<file path="src/rtl/fill_rect_engine.sv">
// rtl/fill_rect_engine.sv - clipped rectangle framebuffer fill engine
//
// Walks a rectangle in raster order and issues one pixel write per accepted
// cycle. The rectangle is clipped to the visible area; an empty result is
// rejected with an err pulse and no writes.
//
// Ports:
//   clock, reset          rising-edge clock, asynchronous active-low reset
//   start                 one-cycle request, sampled only while idle
//   x0, y0, x1, y1        inclusive rectangle corners
//   color_in              fill colour, latched together with the corners
//   wr_ready              write port accepts the presented write
//   busy, done, err       run status, done/err are single-cycle pulses
//   wr_en, wr_x, wr_y     write request and pixel coordinates
//   wr_addr, wr_data      linear address (wr_y*H_RES + wr_x) and colour
module fill_rect_engine #(
    parameter int H_RES   = 320,
    parameter int V_RES   = 240,
    parameter int COORD_W = 11,
    parameter int ADDR_W  = 17,
    parameter int COLOR_W = 8
) (
    input  logic               clock,
    input  logic               reset,
    input  logic               start,
    input  logic [COORD_W-1:0] x0,
    input  logic [COORD_W-1:0] y0,
    input  logic [COORD_W-1:0] x1,
    input  logic [COORD_W-1:0] y1,
    input  logic [COLOR_W-1:0] color_in,
    input  logic               wr_ready,
    output logic               busy,
    output logic               done,
    output logic               err,
    output logic               wr_en,
    output logic [COORD_W-1:0] wr_x,
    output logic [COORD_W-1:0] wr_y,
    output logic [ADDR_W-1:0]  wr_addr,
    output logic [COLOR_W-1:0] wr_data
);

    typedef enum logic [1:0] {
        S_IDLE  = 2'd0,
        S_SETUP = 2'd1,
        S_RUN   = 2'd2,
        S_DONE  = 2'd3
    } state_t;

    localparam logic [COORD_W-1:0] X_MAX  = COORD_W'(H_RES - 1);
    localparam logic [COORD_W-1:0] Y_MAX  = COORD_W'(V_RES - 1);
    localparam logic [ADDR_W-1:0]  H_STEP = ADDR_W'(H_RES);

    state_t state;
    state_t state_next;

    logic [COORD_W-1:0] lx0;
    logic [COORD_W-1:0] ly0;
    logic [COORD_W-1:0] lx1;
    logic [COORD_W-1:0] ly1;
    logic [COORD_W-1:0] x1c;
    logic [COORD_W-1:0] y1c;
    logic [ADDR_W-1:0]  row_base;
    logic [ADDR_W-1:0]  row_base_step;
    logic [ADDR_W-1:0]  setup_base;
    logic               reject;
    logic               accept;
    logic               row_end;
    logic               last_px;

    // Clipping against the visible area also rejects x0/y0 beyond the edge,
    // since the clipped corner can never exceed H_RES-1 / V_RES-1.
    assign x1c     = (lx1 > X_MAX) ? X_MAX : lx1;
    assign y1c     = (ly1 > Y_MAX) ? Y_MAX : ly1;
    assign reject  = (lx0 > x1c) || (ly0 > y1c);
    assign accept  = wr_en && wr_ready;
    assign row_end = (wr_x == x1c);
    assign last_px = row_end && (wr_y == y1c);

    // The only multiply: forms the first row base once, during SETUP.
    // Every later row advances the base by H_RES with an adder.
    assign setup_base    = ADDR_W'(ly0) * H_STEP;
    assign row_base_step = row_base + H_STEP;

    always_ff @(posedge clock or negedge reset) begin
        if (!reset) begin
            state <= S_IDLE;
        end else begin
            state <= state_next;
        end
    end

    always_comb begin
        state_next = state;
        case (state)
            S_IDLE:  if (start) state_next = S_SETUP;
            S_SETUP: state_next = reject ? S_IDLE : S_RUN;
            S_RUN:   if (accept && last_px) state_next = S_DONE;
            S_DONE:  state_next = S_IDLE;
            default: state_next = S_IDLE;
        endcase
    end

    always_comb begin
        busy  = 1'b0;
        wr_en = 1'b0;
        done  = 1'b0;
        case (state)
            S_SETUP: busy = 1'b1;
            S_RUN: begin
                busy  = 1'b1;
                wr_en = 1'b1;
            end
            S_DONE:  done = 1'b1;
            default: ;
        endcase
    end

    always_ff @(posedge clock or negedge reset) begin
        if (!reset) begin
            lx0      <= '0;
            ly0      <= '0;
            lx1      <= '0;
            ly1      <= '0;
            wr_x     <= '0;
            wr_y     <= '0;
            wr_addr  <= '0;
            wr_data  <= '0;
            row_base <= '0;
            err      <= 1'b0;
        end else begin
            // err lands in the IDLE cycle right after a rejecting SETUP
            err <= (state == S_SETUP) && reject;
            case (state)
                S_IDLE: begin
                    if (start) begin
                        lx0     <= x0;
                        ly0     <= y0;
                        lx1     <= x1;
                        ly1     <= y1;
                        wr_data <= color_in;
                    end
                end
                S_SETUP: begin
                    if (!reject) begin
                        wr_x     <= lx0;
                        wr_y     <= ly0;
                        row_base <= setup_base;
                        wr_addr  <= setup_base + ADDR_W'(lx0);
                    end
                end
                S_RUN: begin
                    if (accept) begin
                        if (!row_end) begin
                            wr_x    <= wr_x + COORD_W'(1);
                            wr_addr <= wr_addr + ADDR_W'(1);
                        end else if (!last_px) begin
                            wr_x     <= lx0;
                            wr_y     <= wr_y + COORD_W'(1);
                            row_base <= row_base_step;
                            wr_addr  <= row_base_step + ADDR_W'(lx0);
                        end
                    end
                end
                default: ;
            endcase
        end
    end

endmodule

</file>
<file path="config.mk">
export PLATFORM = sky130hd
export DESIGN_NAME = fill_rect_engine
export DESIGN_NICKNAME = d
export VERILOG_FILES = /design/src/rtl/fill_rect_engine.sv
export SDC_FILE = /design/constraint.sdc
export NUM_CORES = 1
export LEC_CHECK = 0
export BUFFER_PORTS_ARGS = -buffer_cell sky130_fd_sc_hd__buf_2
export CORE_MARGIN = 2
export CORE_UTILIZATION = 26
export DETAILED_ROUTE_END_ITERATION = 8
export GPL_TIMING_DRIVEN = 0
export HOLD_SLACK_MARGIN = 0.06
export PLACE_DENSITY = 0.42
export SLEW_MARGIN = 20
export SYNTH_ARGS = -nofsm -noshare
export SYNTH_HDL_FRONTEND = slang
export SYNTH_SLANG_ARGS = --single-unit
</file>
<file path="constraint.sdc">
create_clock -name clock -period 3.2 [get_ports clock]
set_input_delay 0.64 -clock clock [delete_from_list [all_inputs] [get_ports clock]]
set_output_delay 0.64 -clock clock [all_outputs]
set_load 0.02 [all_outputs]
</file>
# After elaboration in Yosys (flattened, before gate mapping)
# Index checks and enable logic that the tools add are counted.
# totals
regBits	111
input_bits	56
out_inout_bits	51
elab_cells	75
# op_classes
add_sub_neg	6
mul	1
n_lt_le_gt_ge	4
n_eq_ne	12
n_mux	29
reduce_logical	12
# ops
op	n
17-bit two-way mux	8
11-bit two-way mux	10
17-bit case mux with 2 select lines	2
11-bit case mux with 2 select lines	2
17-bit by 11-bit adder with 17-bit output	2
11-bit by 1-bit adder with 11-bit output, second input constant	2
11-bit equality test	2
11-bit > comparator	2
17-bit by 1-bit adder with 17-bit output, second input constant	1
17-bit by 9-bit adder with 17-bit output, second input constant	1
2-bit != test, second input constant	6
11-bit by 8-bit > comparator with 1-bit output, second input constant	1
11-bit by 9-bit > comparator with 1-bit output, second input constant	1
11-bit by 3-bit multiplier with 11-bit output, second input constant	1
2-bit case mux with 4 select lines	1
2-bit two-way mux	3
5-bit AND reduction	1
2-bit equality test, second input constant	2
1-bit logical AND	4
2-bit AND reduction	2
4-bit AND reduction	1
1-bit two-way mux	3
3-bit != test, second input constant	1
2-bit by 1-bit equality test with 1-bit output, second input constant	1
other kinds (4)	4

# Logic depth before layout (Yosys ltp)
# depth
depth_word	8
ltp_mapped	13
ltp_nobuf	12

# Least setup slack after synthesis
# No wires, ideal clock.
# synth_timing
path_kind	register to register
startpoint	reg lx1[9]
endpoint	reg wr_y[7]
setup_time_ns	0.120
t_arrival_ns	2.975
t_required_ns	3.080
slack_ns	0.105
stages_incl_launch_ff	12
path_buffers	0
period_less_slack_ns	3.095
path_cell_list	dfrtp_1 -> nor4b_1 -> inv_1 -> ha_1 -> a21o_1 -> a21oi_1 -> o21ai_0 -> a211oi_1 -> o221ai_1 -> or3_1 -> o311a_1 -> a31o_1
# synth_via
elab_chain_cells	6
elab_cells_between_ends	10
classes_between	order compare (2); eq/ne (4); mux (1); reduce/logical (3)
# synth_lines
element	line	source
from (decl)	58	logic [COORD_W-1:0] lx1;
from (signal assigned)	122	lx1 <= '0;
from (signal assigned)	138	lx1 <= x1;
11-bit by 9-bit > comparator with 1-bit output	72	assign x1c = (lx1 > X_MAX) ? X_MAX : lx1;
11-bit two-way mux *	72	
11-bit > comparator or 11-bit equality test (tied branches)	74, 76	
1-bit logical OR or 1-bit logical AND (tied branches)	74, 77	
2-bit != test (no source line)	--	
5-bit AND reduction (no source line) *	--	
to (signal assigned)	146	wr_y <= ly0;
to (signal assigned)	158	wr_y <= wr_y + COORD_W'(1);
to (decl)	37	output logic [COORD_W-1:0] wr_y,
# Mark *: on every way between the ends. The rest lies on a longest branch, timed or not.
# A chain may end at the register's enable or synchronous reset.

# Final worst setup path
# layout_timing
startpoint	reg ly1[9]
endpoint	reg wr_y[9]
# layout_via
elab_chain_cells	6
elab_cells_between_ends	9
classes_between	order compare (2); eq/ne (3); mux (1); reduce/logical (3)
# layout_lines
element	line	source
from (decl)	59	logic [COORD_W-1:0] ly1;
from (signal assigned)	139	ly1 <= y1;
11-bit by 8-bit > comparator with 1-bit output	73	assign y1c = (ly1 > Y_MAX) ? Y_MAX : ly1;
11-bit two-way mux *	73	
11-bit > comparator or 11-bit equality test (tied branches)	74, 77	
1-bit logical OR or 1-bit logical AND (tied branches)	74, 77	
2-bit != test (no source line)	--	
5-bit AND reduction (no source line) *	--	
# Marks and branches as above.

==> impl.org <==
** Clock network
- Clk root buf :: sky130_fd_sc_hd__clkbuf_16
- Clock latency at the later pin of the worst-skew pair :: 360 ps
- No sink is reached through more buffers than the 2 on the longest clock path.
- Sinks on Clock Net :: 105
- TritonCTS built the clock tree.
- In this run, post-CTS hold repair placed 0 buffers.
- Clock Pin Slew Worst Setup and Hold Paths :: 80 ps
- The H-tree generated during clock tree synthesis spans 3 levels.
- Counting the buffers created by CTS gives 9.

** Synth
- Biggest area consumer among synthesized cells :: sky130_fd_sc_hd__dfrtp_1
- Async set-reset flop share out of synthesis :: 100%
- Sequential elements use 35.4% of the synthesized area.
- In this run the mean area of a mapped cell was 9.57 um2.
- Synthesis produced 775 cells.
- Ranking of synthesized cells by area :: sky130_fd_sc_hd__dfrtp_1 35%, sky130_fd_sc_hd__ha_1 9.4%, sky130_fd_sc_hd__mux2_2 9.4%
- The top cell type by area accounts for 35.4% of the synthesized area.
- After synthesis, the netlist uses 76 different library cells.
- The synthesized netlist occupies a cell area of 7420 um2.
- Number of flip-flops and latches in the synthesized netlist :: 105
- Count of flip-flops with a built-in enable after synthesis :: 0
- Post-synth top flop :: sky130_fd_sc_hd__dfrtp_1
- For this run, the number of Yosys warnings is 0.

** Final layout
- Net count, final :: 1037
- Synth-to-Final Area Change :: 26.9%
- Number of diodes :: 0
- Fraction of layout instances using a drive strength above 1 :: 31.9%
- Number of cells in the finished layout apart from fillers :: 1306

** Timing
- Measured against its own limit, the worst slew margin works out to 47.4%.
- Hold is met by 206 ps.
- RSZ-0062 raised after global routing :: yes
- Setup violations, final :: 0
- Final worst setup slack :: 87.1 ps
- Post-layout minimum cycle time :: 3110 ps
- Post-route clock period utilization :: 97.3%
- Clock skew after layout :: 10.9 ps
- TNS Setup :: 0 ps
- The final max-slew violation count was 0.
- Slew at the pin closest to its max-slew limit :: 789 ps
- Based on the critical path, the design can be clocked at up to 321 MHz.
- The hold violation count in the final report is 0.

** Detailed routing
- In the routed layout, each cell is associated on average with a via count of 4.95.
- In this run, the number of DRC markers left after iteration 0 of detailed routing was 361.
- Detailed routing inserted a total of 6464 vias.
- For this run, design rule violations remaining after detail routing come to 0.
- For this block, the routed nets add up to 24200 um of wire.
- Iteration count of the initial detailed-routing pass :: 4
- Detailed-route wire length per cell :: 18.5 um
- Once detail routing completed, the nets flagged for antenna violations numbered 0.

** Die
- Once the floorplan was initialized, standard cells occupied 26.6% of the core.
- Die Span Y :: 173 um
- Number of placement rows :: 61
- Measured along the x axis, the die boundary spans 173 um.
- After floorplanning, the core was sized to cover 27900 um2.
- The floorplan step defined a die boundary enclosing 29900 um2.
- Top-level port count :: 107

** Place
- After detailed placement, the design holds a cell count of 1264.
- Final HPWL DP :: 18200 um
- Port Buffers :: 106
- At the end of routability-driven placement, the weighted congestion stood at 0.806.
- Worst slack, placed :: -926 ps

** Global routing
- Initial antenna violation count :: 0
- Maximum number of pins on one net before global-route repair :: 63
- Total Routing Usage GR :: 16.3%
- Overflow after GRT :: 0
- The number of global-route vias before repair was 6538.
- The first global-routing pass estimated 38700 um of wire.

** Min path
- The path class of the tightest hold or removal check is in2async.

** Power
- Leakage power total :: 0.00428 uW
- Sw Pwr :: 1190 uW
- Of the total power, the share spent switching nets is 33.8%.
- IR analysis of the VDD net gives a maximum drop of 0.211 mV.
- Combinational cell fraction of total power :: 19.5%
- Summing internal, switching and leakage power gives 3540 uW.
- In this run, flip-flops and latches consume 46.3% of the power.
- The clock network accounts for 34.2% of the total power.
- Cell internal power was estimated by the tool at 2340 uW.
- Power density over the cells :: 376 nW/um2

** Worst setup path
- The slowest stage of the critical path is the sky130_fd_sc_hd__dfrtp_2 cell.
- Crit path required time :: 3480 ps
- Walking the worst path, the cells encountered are nor3_4 > nand2_2 > nor2_4 > ha_4 > nor2b_4 > o21bai_1 > a211oi_2 > a211oi_2 > buf_4 > o221ai_4 > a21oi_4 > buf_12 > buf_12 > o211ai_1 > a21oi_1.
- Largest fanout of any net on the critical path :: 8
- Crit path largest cell delay :: 480 ps
- By startpoint and endpoint, the worst setup path is classified as reg2reg.
- Critical path launch point type :: register
- Worst path top cell family by delay :: compound AO/OA/AOI/OAI gates
- Data arrives at the worst endpoint at 3390 ps.
- Together, buffers and inverters on the worst path number 3.
- STA classifies the critical path endpoint as a register.

** Flow run
- Max-cap violation count :: 0

** Status
- The flow ran to the end, and the final reports show no timing, DRC or antenna violations.
[synthesized netlist by cell type (all sizes together) (18+ instances only)]
| cell | instances |
|---|---|
| xnor2 | 32 |
| mux2i | 18 |
| nor3 | 25 |
| o21ai | 62 |
| dfrtp | 105 |
| a21oi | 57 |
| nor2 | 52 |
| nand2 | 45 |
| ha | 56 |
| nand3 | 20 |
| inv | 30 |
| mux2 | 65 |
[what timing repair did]
action,CTS,global route
resized for setup,44,45
endpoints found under the setup margin,51,49
pin swaps,6,22
cloned,0,1
buffers inserted,7,18
[placed cells by master (no fill, tap or decap), types with 6 or more instances in the layout]
cell type and n:
sky130_fd_sc_hd__buf_2 109, sky130_fd_sc_hd__dfrtp_1 94, sky130_fd_sc_hd__mux2_2 62, sky130_fd_sc_hd__o21ai_0 56, sky130_fd_sc_hd__a21oi_1 53, sky130_fd_sc_hd__ha_1 50
sky130_fd_sc_hd__nor2_1 49, sky130_fd_sc_hd__nand2_1 44, sky130_fd_sc_hd__xnor2_1 30, sky130_fd_sc_hd__inv_1 28, sky130_fd_sc_hd__buf_4 24, sky130_fd_sc_hd__nor3_1 20
sky130_fd_sc_hd__nand3_1 20, sky130_fd_sc_hd__mux2i_1 18, sky130_fd_sc_hd__xor2_1 17, sky130_fd_sc_hd__and3_1 14, sky130_fd_sc_hd__clkbuf_1 12, sky130_fd_sc_hd__dfrtp_2 11
sky130_fd_sc_hd__clkbuf_16 10, sky130_fd_sc_hd__and2_1 9, sky130_fd_sc_hd__nand2b_1 9, sky130_fd_sc_hd__nor2b_1 8, sky130_fd_sc_hd__o31ai_1 7, sky130_fd_sc_hd__a21o_1 6
sky130_fd_sc_hd__nor3b_1 6
[state kept, by name (all words and copies together), names as in the netlist]
signal / count
wr_addr: 17
lx0: 11
lx1: 11
ly0: 11
ly1: 11
row_base: 11
wr_x: 11
wr_y: 11
wr_data: 8
state: 2
err: 1
[worst reg2reg max path: cells and delay by family, from the launching register on]
| kind | cells | cell delay (ps) |
|---|---|---|
| compound gates | 7 | 1230 |
| flops | 1 | 480 |
| fa+ha+maj | 1 | 210 |
| buf+inv | 3 | 440 |
| simple gates | 4 | 660 |
[layer usage]
metal / vias to the layer above / global-route usage [%] / part of all wire (%)
li1: 3139 / - / -
met1: 3184 / 23.8 / 51
met2: 124 / 25.5 / 45
met3: 17 / 2.44 / 3.3
met4: 0 / 3.67 / 1.0
met5: - / 0 / 0
[power by group through the flow]
stage	sequential, uW	combinational [uW]	clock, uW
global route	1660	759	1310
global placement	1670	668	0
detailed placement	1670	674	0
CTS	1640	683	1250
finish	1640	689	1210
floorplan	1720	275	0
[worst paths after layout]
check                      depth (start not counted)    endpoint  slack, ps  startpoint
min                                                1  wr_data[0]        210       reset
min reg2reg                                        1  wr_data[6]        510  wr_data[6]
max in group asynchronous                          2      ly0[6]       2290       reset
max                                               15     wr_y[9]         90      ly1[9]
max reg2reg                                       15     wr_y[9]         90      ly1[9]
min in group clock                                 2      ly0[7]        500       y0[7]
[area by class of cell]
class	instances	area, um2
Sequential cell	105	2640
Tap cell	378	473
Fill cell	2990	18500
Clock buffer	10	239
Multi-Input combinational cell	613	4870
Timing Repair Buffer	133	802
Buffer	31	193
Clock inverter	6	73.8
Inverter	30	113
[logic make-up after synthesis]
group,after synthesis,share of synthesized area [%]
DFF,105,35.4
adders and majority gates,58,9.99
buffers and inverters,61,3.42
muxes,83,12.4
xor gates and xnor gates,49,5.79
AOI/OAI and AO/OA,196,17.2
other,1,0.0506
and+or+nand+nor,222,15.7
[per-stage QoR]
stage	util (%)	instance area, um2
floorplan	-	7430
global placement	30.2	8440
detailed placement	30.3	8470
CTS	32.3	9020
global route	33.7	9410
finish	33.7	9410
Power figures use the tool's default switching activity.
